`src/rtl/mdu_pkg.sv`:
```
// Shared MDU definitions: divider FSM states and iteration-count helpers.
package mdu_pkg;

  typedef enum logic [1:0] {
    StIdle = 2'd0,
    StBusy = 2'd1,
    StDone = 2'd2
  } divstate_t;

  // Cycles needed for one division: word ops only walk 32 dividend bits.
  function automatic int unsigned div_iters(input int unsigned xlen,
                                            input int unsigned divcopies,
                                            input logic w64);
    return w64 ? (32 / divcopies) : (xlen / divcopies);
  endfunction

  function automatic int unsigned div_cnt_width(input int unsigned xlen,
                                                input int unsigned divcopies);
    return $clog2(xlen / divcopies + 1);
  endfunction

endpackage

```
`src/rtl/div_step_chain.sv`:
```
// Combinational chain of DIVCOPIES divide steps evaluated in a single cycle.
module div_step_chain #(
  parameter int unsigned XLEN      = 64,
  parameter int unsigned DIVCOPIES = 4
) (
  input  logic [XLEN-1:0] w,
  input  logic [XLEN-1:0] xq,
  input  logic [XLEN-1:0] dabsb,
  output logic [XLEN-1:0] wn,
  output logic [XLEN-1:0] xqn
);

  logic [XLEN-1:0] w_s  [DIVCOPIES+1];
  logic [XLEN-1:0] xq_s [DIVCOPIES+1];

  assign w_s[0]  = w;
  assign xq_s[0] = xq;

  for (genvar i = 0; i < DIVCOPIES; i++) begin : g_step
    divstep #(
      .XLEN(XLEN)
    ) u_divstep (
      .w    (w_s[i]),
      .xq   (xq_s[i]),
      .dabsb(dabsb),
      .wn   (w_s[i+1]),
      .xqn  (xq_s[i+1])
    );
  end

  assign wn  = w_s[DIVCOPIES];
  assign xqn = xq_s[DIVCOPIES];

endmodule

```
`src/rtl/divstep.sv`:
```
// One restoring radix-2 step: shift {w, xq} left, trial-subtract the divisor, keep on no borrow.
module divstep #(
  parameter int unsigned XLEN = 64
) (
  input  logic [XLEN-1:0] w,
  input  logic [XLEN-1:0] xq,
  input  logic [XLEN-1:0] dabsb,
  output logic [XLEN-1:0] wn,
  output logic [XLEN-1:0] xqn
);

  logic [XLEN:0] wshift;
  logic [XLEN:0] diff;
  logic          qbit;

  // One extra bit so a divisor of 2^(XLEN-1) cannot overflow the trial subtract.
  assign wshift = {w, xq[XLEN-1]};
  assign diff   = wshift + {1'b1, dabsb};
  assign qbit   = ~diff[XLEN];
  assign wn     = qbit ? diff[XLEN-1:0] : wshift[XLEN-1:0];
  assign xqn    = {xq[XLEN-2:0], qbit};

endmodule

```
`src/rtl/div_seq_ctrl.sv`:
```
// Iterative restoring divider controller: operand prep, iteration FSM, special cases, sign fix-up.
import mdu_pkg::*;

module div_seq_ctrl #(
  parameter int unsigned XLEN      = 64,
  parameter int unsigned DIVCOPIES = 4
) (
  input  logic            clk,
  input  logic            resetn,
  input  logic            Start,
  input  logic            Flush,
  input  logic            Signed,
  input  logic            W64,
  input  logic            Rem,
  input  logic [XLEN-1:0] X,
  input  logic [XLEN-1:0] D,
  output logic            Busy,
  output logic            Done,
  output logic [XLEN-1:0] Result
);

  localparam int unsigned CntW = div_cnt_width(XLEN, DIVCOPIES);

  divstate_t       state_q, state_d;
  logic [CntW-1:0] cnt_q, cnt_d;
  logic [XLEN-1:0] w_q, w_d;
  logic [XLEN-1:0] xq_q, xq_d;
  logic [XLEN-1:0] dabsb_q, dabsb_d;
  logic [XLEN-1:0] result_q, result_d;
  logic            negq_q, negq_d;
  logic            negr_q, negr_d;
  logic            rem_q, rem_d;
  logic            w64_q, w64_d;

  logic            w64_eff;
  logic [XLEN-1:0] xe, de, xabs, dabs, xq_init;
  logic [XLEN-1:0] w_nxt, xq_nxt;
  logic [CntW-1:0] cnt_last;

  assign w64_eff = (XLEN == 64) && W64;

  always_comb begin
    if (w64_eff) begin
      xe = Signed ? XLEN'($signed(X[31:0])) : XLEN'(X[31:0]);
      de = Signed ? XLEN'($signed(D[31:0])) : XLEN'(D[31:0]);
    end else begin
      xe = X;
      de = D;
    end
    xabs    = (Signed && xe[XLEN-1]) ? -xe : xe;
    dabs    = (Signed && de[XLEN-1]) ? -de : de;
    // Word ops park the 32-bit dividend in the top half so the MSB-first shift sees it first.
    xq_init = w64_eff ? (xabs << 32) : xabs;
  end

  assign cnt_last = CntW'(div_iters(XLEN, DIVCOPIES, w64_q) - 1);

  div_step_chain #(
    .XLEN     (XLEN),
    .DIVCOPIES(DIVCOPIES)
  ) u_chain (
    .w    (w_q),
    .xq   (xq_q),
    .dabsb(dabsb_q),
    .wn   (w_nxt),
    .xqn  (xq_nxt)
  );

  function automatic logic [XLEN-1:0] fixup(input logic rem, input logic negq,
                                            input logic negr, input logic w64,
                                            input logic [XLEN-1:0] r,
                                            input logic [XLEN-1:0] q);
    logic [XLEN-1:0] v;
    v = rem ? (negr ? -r : r) : (negq ? -q : q);
    if (w64) v = XLEN'($signed(v[31:0]));
    return v;
  endfunction

  always_comb begin
    state_d  = state_q;
    cnt_d    = cnt_q;
    w_d      = w_q;
    xq_d     = xq_q;
    dabsb_d  = dabsb_q;
    result_d = result_q;
    negq_d   = negq_q;
    negr_d   = negr_q;
    rem_d    = rem_q;
    w64_d    = w64_q;
    unique case (state_q)
      StIdle: begin
        if (!Flush && Start) begin
          negq_d = Signed & (xe[XLEN-1] ^ de[XLEN-1]);
          negr_d = Signed & xe[XLEN-1];
          rem_d  = Rem;
          w64_d  = w64_eff;
          if (de == '0) begin
            result_d = fixup(Rem, 1'b0, 1'b0, w64_eff, xe, '1);
            state_d  = StDone;
          end else begin
            w_d     = '0;
            xq_d    = xq_init;
            dabsb_d = -dabs;
            cnt_d   = '0;
            state_d = StBusy;
          end
        end
      end
      StBusy: begin
        if (Flush) begin
          state_d = StIdle;
        end else begin
          w_d   = w_nxt;
          xq_d  = xq_nxt;
          cnt_d = cnt_q + 1'b1;
          if (cnt_q == cnt_last) begin
            result_d = fixup(rem_q, negq_q, negr_q, w64_q, w_nxt, xq_nxt);
            state_d  = StDone;
          end
        end
      end
      StDone:  state_d = StIdle;
      default: state_d = StIdle;
    endcase
  end

  always_ff @(posedge clk) begin
    if (!resetn) begin
      state_q  <= StIdle;
      cnt_q    <= '0;
      w_q      <= '0;
      xq_q     <= '0;
      dabsb_q  <= '0;
      result_q <= '0;
      negq_q   <= 1'b0;
      negr_q   <= 1'b0;
      rem_q    <= 1'b0;
      w64_q    <= 1'b0;
    end else begin
      state_q  <= state_d;
      cnt_q    <= cnt_d;
      w_q      <= w_d;
      xq_q     <= xq_d;
      dabsb_q  <= dabsb_d;
      result_q <= result_d;
      negq_q   <= negq_d;
      negr_q   <= negr_d;
      rem_q    <= rem_d;
      w64_q    <= w64_d;
    end
  end

  assign Busy   = (state_q == StBusy);
  assign Done   = (state_q == StDone);
  assign Result = result_q;

endmodule

```
`config.mk`:
```
export PLATFORM = sky130hd
export DESIGN_NAME = div_seq_ctrl
export DESIGN_NICKNAME = d
export VERILOG_FILES = /design/src/rtl/mdu_pkg.sv /design/src/rtl/div_step_chain.sv /design/src/rtl/divstep.sv /design/src/rtl/div_seq_ctrl.sv
export SDC_FILE = /design/constraint.sdc
export NUM_CORES = 2
export LEC_CHECK = 0
export BUFFER_PORTS_ARGS = -buffer_cell sky130_fd_sc_hd__buf_2
export CORE_MARGIN = 5
export CORE_UTILIZATION = 55
export DETAILED_ROUTE_END_ITERATION = 16
export GPL_TIMING_DRIVEN = 0
export PLACE_DENSITY = 0.73
export SLEW_MARGIN = 20
export SYNTH_ARGS = -nofsm -noshare
export SYNTH_HDL_FRONTEND = slang
export SYNTH_SLANG_ARGS = --single-unit
```
`constraint.sdc`:
```
create_clock -name clk -period 36.6 [get_ports clk]
set_input_delay 7.32 -clock clk [delete_from_list [all_inputs] [get_ports clk]]
set_output_delay 7.32 -clock clk [all_outputs]
set_load 0.01 [all_outputs]
```
==> impl_metrics.prom <==
# TYPE chip_impl_metric gauge
chip_impl_metric{name="ctsResizeCount",unit=""} 0
chip_impl_metric{name="fin_crit_sh",unit="%"} 92.1
chip_impl_info{name="setup.worst_path.end_class",value="flop"} 1
chip_impl_metric{name="place.detailed.instances",unit=""} 6823
chip_impl_metric{name="dpl_cell_area",unit="um^2"} 40400
chip_impl_metric{name="finalMaxSlewViolations",unit=""} 0
chip_impl_metric{name="yosys_register_bits",unit=""} 267
chip_impl_metric{name="worst_slew_pin_slew",unit="ns"} 1.28
chip_impl_metric{name="synth.yosys.seq_area_share",unit="%"} 14.0
chip_impl_metric{name="num_io_pins",unit=""} 201
chip_impl_metric{name="headroom_to_the_max_slew_limit",unit="%"} 14.8
chip_impl_metric{name="static_leakage",unit="nW"} 16.8
chip_impl_info{name="worstSetupPathType",value="reg2reg"} 1
chip_impl_metric{name="grt_pass1_vias",unit=""} 43851
chip_impl_metric{name="clock_network_latency_to_the_later_pin_of_the_worst_skew_pair",unit="ns"} 0.61
chip_impl_metric{name="synth_cells",unit=""} 5698
chip_impl_metric{name="finalSetupViolCount",unit=""} 0
chip_impl_metric{name="power_switching_share",unit="%"} 39.0
chip_impl_metric{name="fp.dieH",unit="um"} 274
chip_impl_metric{name="via_count",unit=""} 48156
chip_impl_metric{name="post_cts_setup_repair_buffer_count",unit=""} 0
chip_impl_metric{name="grt_max_degree",unit=""} 15
chip_impl_metric{name="detail_route.wl_per_cell",unit="um"} 28.1
chip_impl_metric{name="finalHoldWorstSlack",unit="ns"} 0.451
chip_impl_metric{name="finish.net_count",unit=""} 6322
chip_impl_info{name="synth_top_cell_by_area",value="dfxtp_1"} 1
chip_impl_metric{name="max_cap_viol_count",unit=""} 0
chip_impl_metric{name="synth_nets",unit=""} 6098
chip_impl_metric{name="cts-buffers-inserted",unit=""} 28
chip_impl_metric{name="flow.area_growth_from_synthesis",unit="%"} 8.34
chip_impl_metric{name="post_route_cells_drive_above_1_share",unit="%"} 6.21
chip_impl_metric{name="floorplan.initialDensity",unit="%"} 55.6
chip_impl_metric{name="synth.avg_cell_area",unit="um^2"} 6.70
chip_impl_metric{name="ctsHtreeMaxLevel",unit=""} 1
chip_impl_metric{name="yosysWarnings",unit=""} 0
chip_impl_metric{name="power.combinational.fraction",unit="%"} 29.7
chip_impl_metric{name="worst-path-max-fanout",unit=""} 10
chip_impl_metric{name="fp-row-count",unit=""} 96
chip_impl_metric{name="power.density",unit="nW/um^2"} 22.2
chip_impl_info{name="critical-path-slowest-cell",value="a2111oi_1"} 1
chip_impl_metric{name="cts-hold-fix-buffers",unit=""} 0
chip_impl_metric{name="p_seq_share",unit="%"} 36.5
chip_impl_metric{name="drt_first_pass_iters",unit=""} 10
chip_impl_metric{name="antenna_left",unit=""} 0
chip_impl_info{name="synth_flop_cell",value="dfxtp_1"} 1
chip_impl_metric{name="drt_drc_violations_left",unit=""} 0
chip_impl_metric{name="totalPowerFinal",unit="mW"} 0.918
chip_impl_metric{name="globalRouteOverflowTotal",unit=""} 0
chip_impl_metric{name="final_cell_count_no_fill",unit=""} 6877
chip_impl_metric{name="p_clk_share",unit="%"} 33.7
chip_impl_metric{name="gp_routability_congestion",unit=""} 1.16
chip_impl_info{name="grt_setup_unrepaired",value="no"} 1
chip_impl_metric{name="p_switching",unit="mW"} 0.358
chip_impl_metric{name="synth-edff-count",unit=""} 0
chip_impl_metric{name="syn_area",unit="um^2"} 38200
chip_impl_metric{name="worst_ep_arrival_time",unit="ns"} 34.24
chip_impl_metric{name="period_needed",unit="ns"} 33.72
chip_impl_metric{name="post_synth_num_cell_types",unit=""} 106
chip_impl_metric{name="groute.usage.overall",unit="%"} 48.5
chip_impl_metric{name="clk_path_buf_depth",unit=""} 3
chip_impl_metric{name="cell_internal_pwr",unit="mW"} 0.560
chip_impl_info{name="clock_tree_from_tritoncts",value="yes"} 1
chip_impl_metric{name="io_buffers",unit=""} 193
chip_impl_info{name="ys_top_cells_by_area",value="dfxtp_1, ha_1, nand2_1"} 1
chip_impl_metric{name="clock-skew-final",unit="ns"} 0.0459
chip_impl_metric{name="filler_cell_count",unit=""} 6808
chip_impl_metric{name="grt_antenna_before_repair",unit=""} 2
chip_impl_metric{name="fp.dieW",unit="um"} 274
chip_impl_metric{name="cp_data_required_time",unit="ns"} 37.13
chip_impl_metric{name="setup_tns",unit="ns"} 0
chip_impl_metric{name="drt-initial-drc-count",unit=""} 7497
chip_impl_info{name="status",value="finished clean"} 1
chip_impl_info{name="crit_path_frequent_cell",value="clkbuf_1"} 1
chip_impl_metric{name="final-hold-violation-count",unit=""} 0
chip_impl_metric{name="timing.critical_path.slowest_cell_delay",unit="ns"} 1.11
chip_impl_info{name="critical_path.startpoint_type",value="flop"} 1
chip_impl_metric{name="cts.reportedPaths.clkPinSlew",unit="ns"} 0.06
chip_impl_metric{name="drt_wl_total",unit="mm"} 193
chip_impl_metric{name="clock-sinks",unit=""} 267
chip_impl_metric{name="area_of_the_core_region",unit="um^2"} 68700
chip_impl_metric{name="fp.dieArea",unit="um^2"} 74800
chip_impl_info{name="min_path_type",value="reg2reg"} 1
chip_impl_metric{name="place.detailed.hpwl",unit="mm"} 159
chip_impl_info{name="clock_tree.root_cell",value="clkbuf_16"} 1
chip_impl_metric{name="netlist.area_leader.share",unit="%"} 14.0
chip_impl_metric{name="grt_first_pass_wirelength",unit="mm"} 278
chip_impl_metric{name="postSynth.asyncResetShare",unit="%"} 0
chip_impl_metric{name="avgViaCountPerCell",unit=""} 7.00
chip_impl_metric{name="finish.instance_area",unit="um^2"} 41400
chip_impl_metric{name="ir_drop",unit="V"} 0.0000438
chip_impl_metric{name="fmax",unit="MHz"} 29.7
## worst max-delay path, delay by kind of cell, from the launching register on
family	cells	cell delay (ns)
AND/OR/NAND/NOR	16	4.88
adder cells (fa/ha/maj)	6	2.01
AO/OA/AOI/OAI	30	12.25
flip-flops	1	0.71
buffers and inverters	28	12.60
multiplexers	1	0.77
XOR/XNOR	1	0.19
## routing by layer
layer	part of all wire, %	GRT usage (%)	up-vias	wire length (um)
met5	0	0	-	0
li1	-	-	21363	-
met2	40	71.9	3670	77200
met4	8.8	32.6	0	17100
met1	36	60.1	22226	69600
met3	15	15.1	897	29100
## logic make-up (layout without fill, tap and decap cells)
group	Yosys count	in the layout	share of synthesized area [%]
simple gates	2092	2092	24.7
compound gates	2002	2002	33.7
xor+xnor	522	522	12.0
buf+inv	478	723	4.93
flops	267	267	14.0
fa+ha+maj	265	265	8.76
mux	72	72	1.94
other cells	0	3	0
## layout make-up
type,instances,area (um^2),share of cell area [%]
well taps,931,1160,2.82
multi-input cells,4953,31000,75.0
diodes,3,7.51,0.0181
repair buffers,194,973,2.35
clock buffers,36,781,1.89
plain buffers,348,1390,3.37
flip-flops and latches,267,5350,12.9
clock inverters,15,193,0.466
inverters,130,488,1.18
## power by group through the flow
stage | Sequential (mW) | Combinational, mW | Clock (mW)
3_3_place_gp | 0.337 | 0.254 | 0
3_5_place_dp | 0.338 | 0.256 | 0
5_1_grt | 0.333 | 0.289 | 0.317
4_1_cts | 0.331 | 0.258 | 0.306
2_1_floorplan | 0.318 | 0.176 | 0
6_report | 0.336 | 0.273 | 0.310
## registers in the layout (all words and copies together) (netlist names)
name     flops
negq_q       1
xq_q        64
dabsb_q     64
Result      64
negr_q       1
cnt_q        5
w_q         64
rem_q        1
w64_q        1
state_q      2
## stage by stage
stage	worst slack [ns]	util, %
floorplan	18.21	-
global placement	4.85	58.7
detailed placement	5.21	58.8
CTS	5.13	60.2
global route	3.38	60.2
finish	2.88	60.2
## cells in the mapped netlist (11+ instances only)
master     number
nor4_1         56
a21oi_1       549
mux2_2         17
nor3_1        118
or4_1          25
ha_1          261
o21ai_0       474
a22oi_1        75
inv_1         126
mux2i_1        55
buf_2          21
o22ai_1        19
nor2_1        608
clkbuf_1      282
a21o_1        137
o41ai_1        21
o31a_1         15
a21boi_0       14
a311oi_1       32
o31ai_1        63
nand4_1        80
xnor2_1       316
dfxtp_1       267
or2_2          24
xor2_1        206
o21bai_1       59
o211ai_1       71
a41oi_1        15
and3_1         40
a31oi_1        74
o2111ai_1      13
a211oi_1      107
a32oi_1        11
nand3_1       110
and2_1         29
a221oi_1       39
o21a_1         49
nand2_1       819
or3_1          67
o221ai_1       48
buf_1          34
nor2b_1        25
nand2b_1       42
## cells in the final DEF (no fill, tap or decap), types with 56 or more instances in the layout
cell type and instances:
o21bai_1 59, o211ai_1 71, ha_1 261, a211oi_1 104
o31ai_1 63, or3_1 67, nand4_1 80, nor4_1 56
nand3_1 110, a21o_1 137, xnor2_1 315, nor2_1 606
o21ai_0 468, a31oi_1 74, a21oi_1 549, inv_1 126
buf_2 214, dfxtp_1 267, nor3_1 116, xor2_1 206
a22oi_1 75, nand2_1 819, clkbuf_1 285
## path summary, 6_finish.rpt
kind,slack [ns],cells after the start,endpoint,from
max,2.88,82,Result[24],xq_q[63]
min,0.45,1,Result[13],Result[13]
max reg2reg,2.88,82,Result[24],xq_q[63]
min reg2reg,0.45,1,Result[13],Result[13]
No activity file was read; power rests on OpenSTA's default activity.
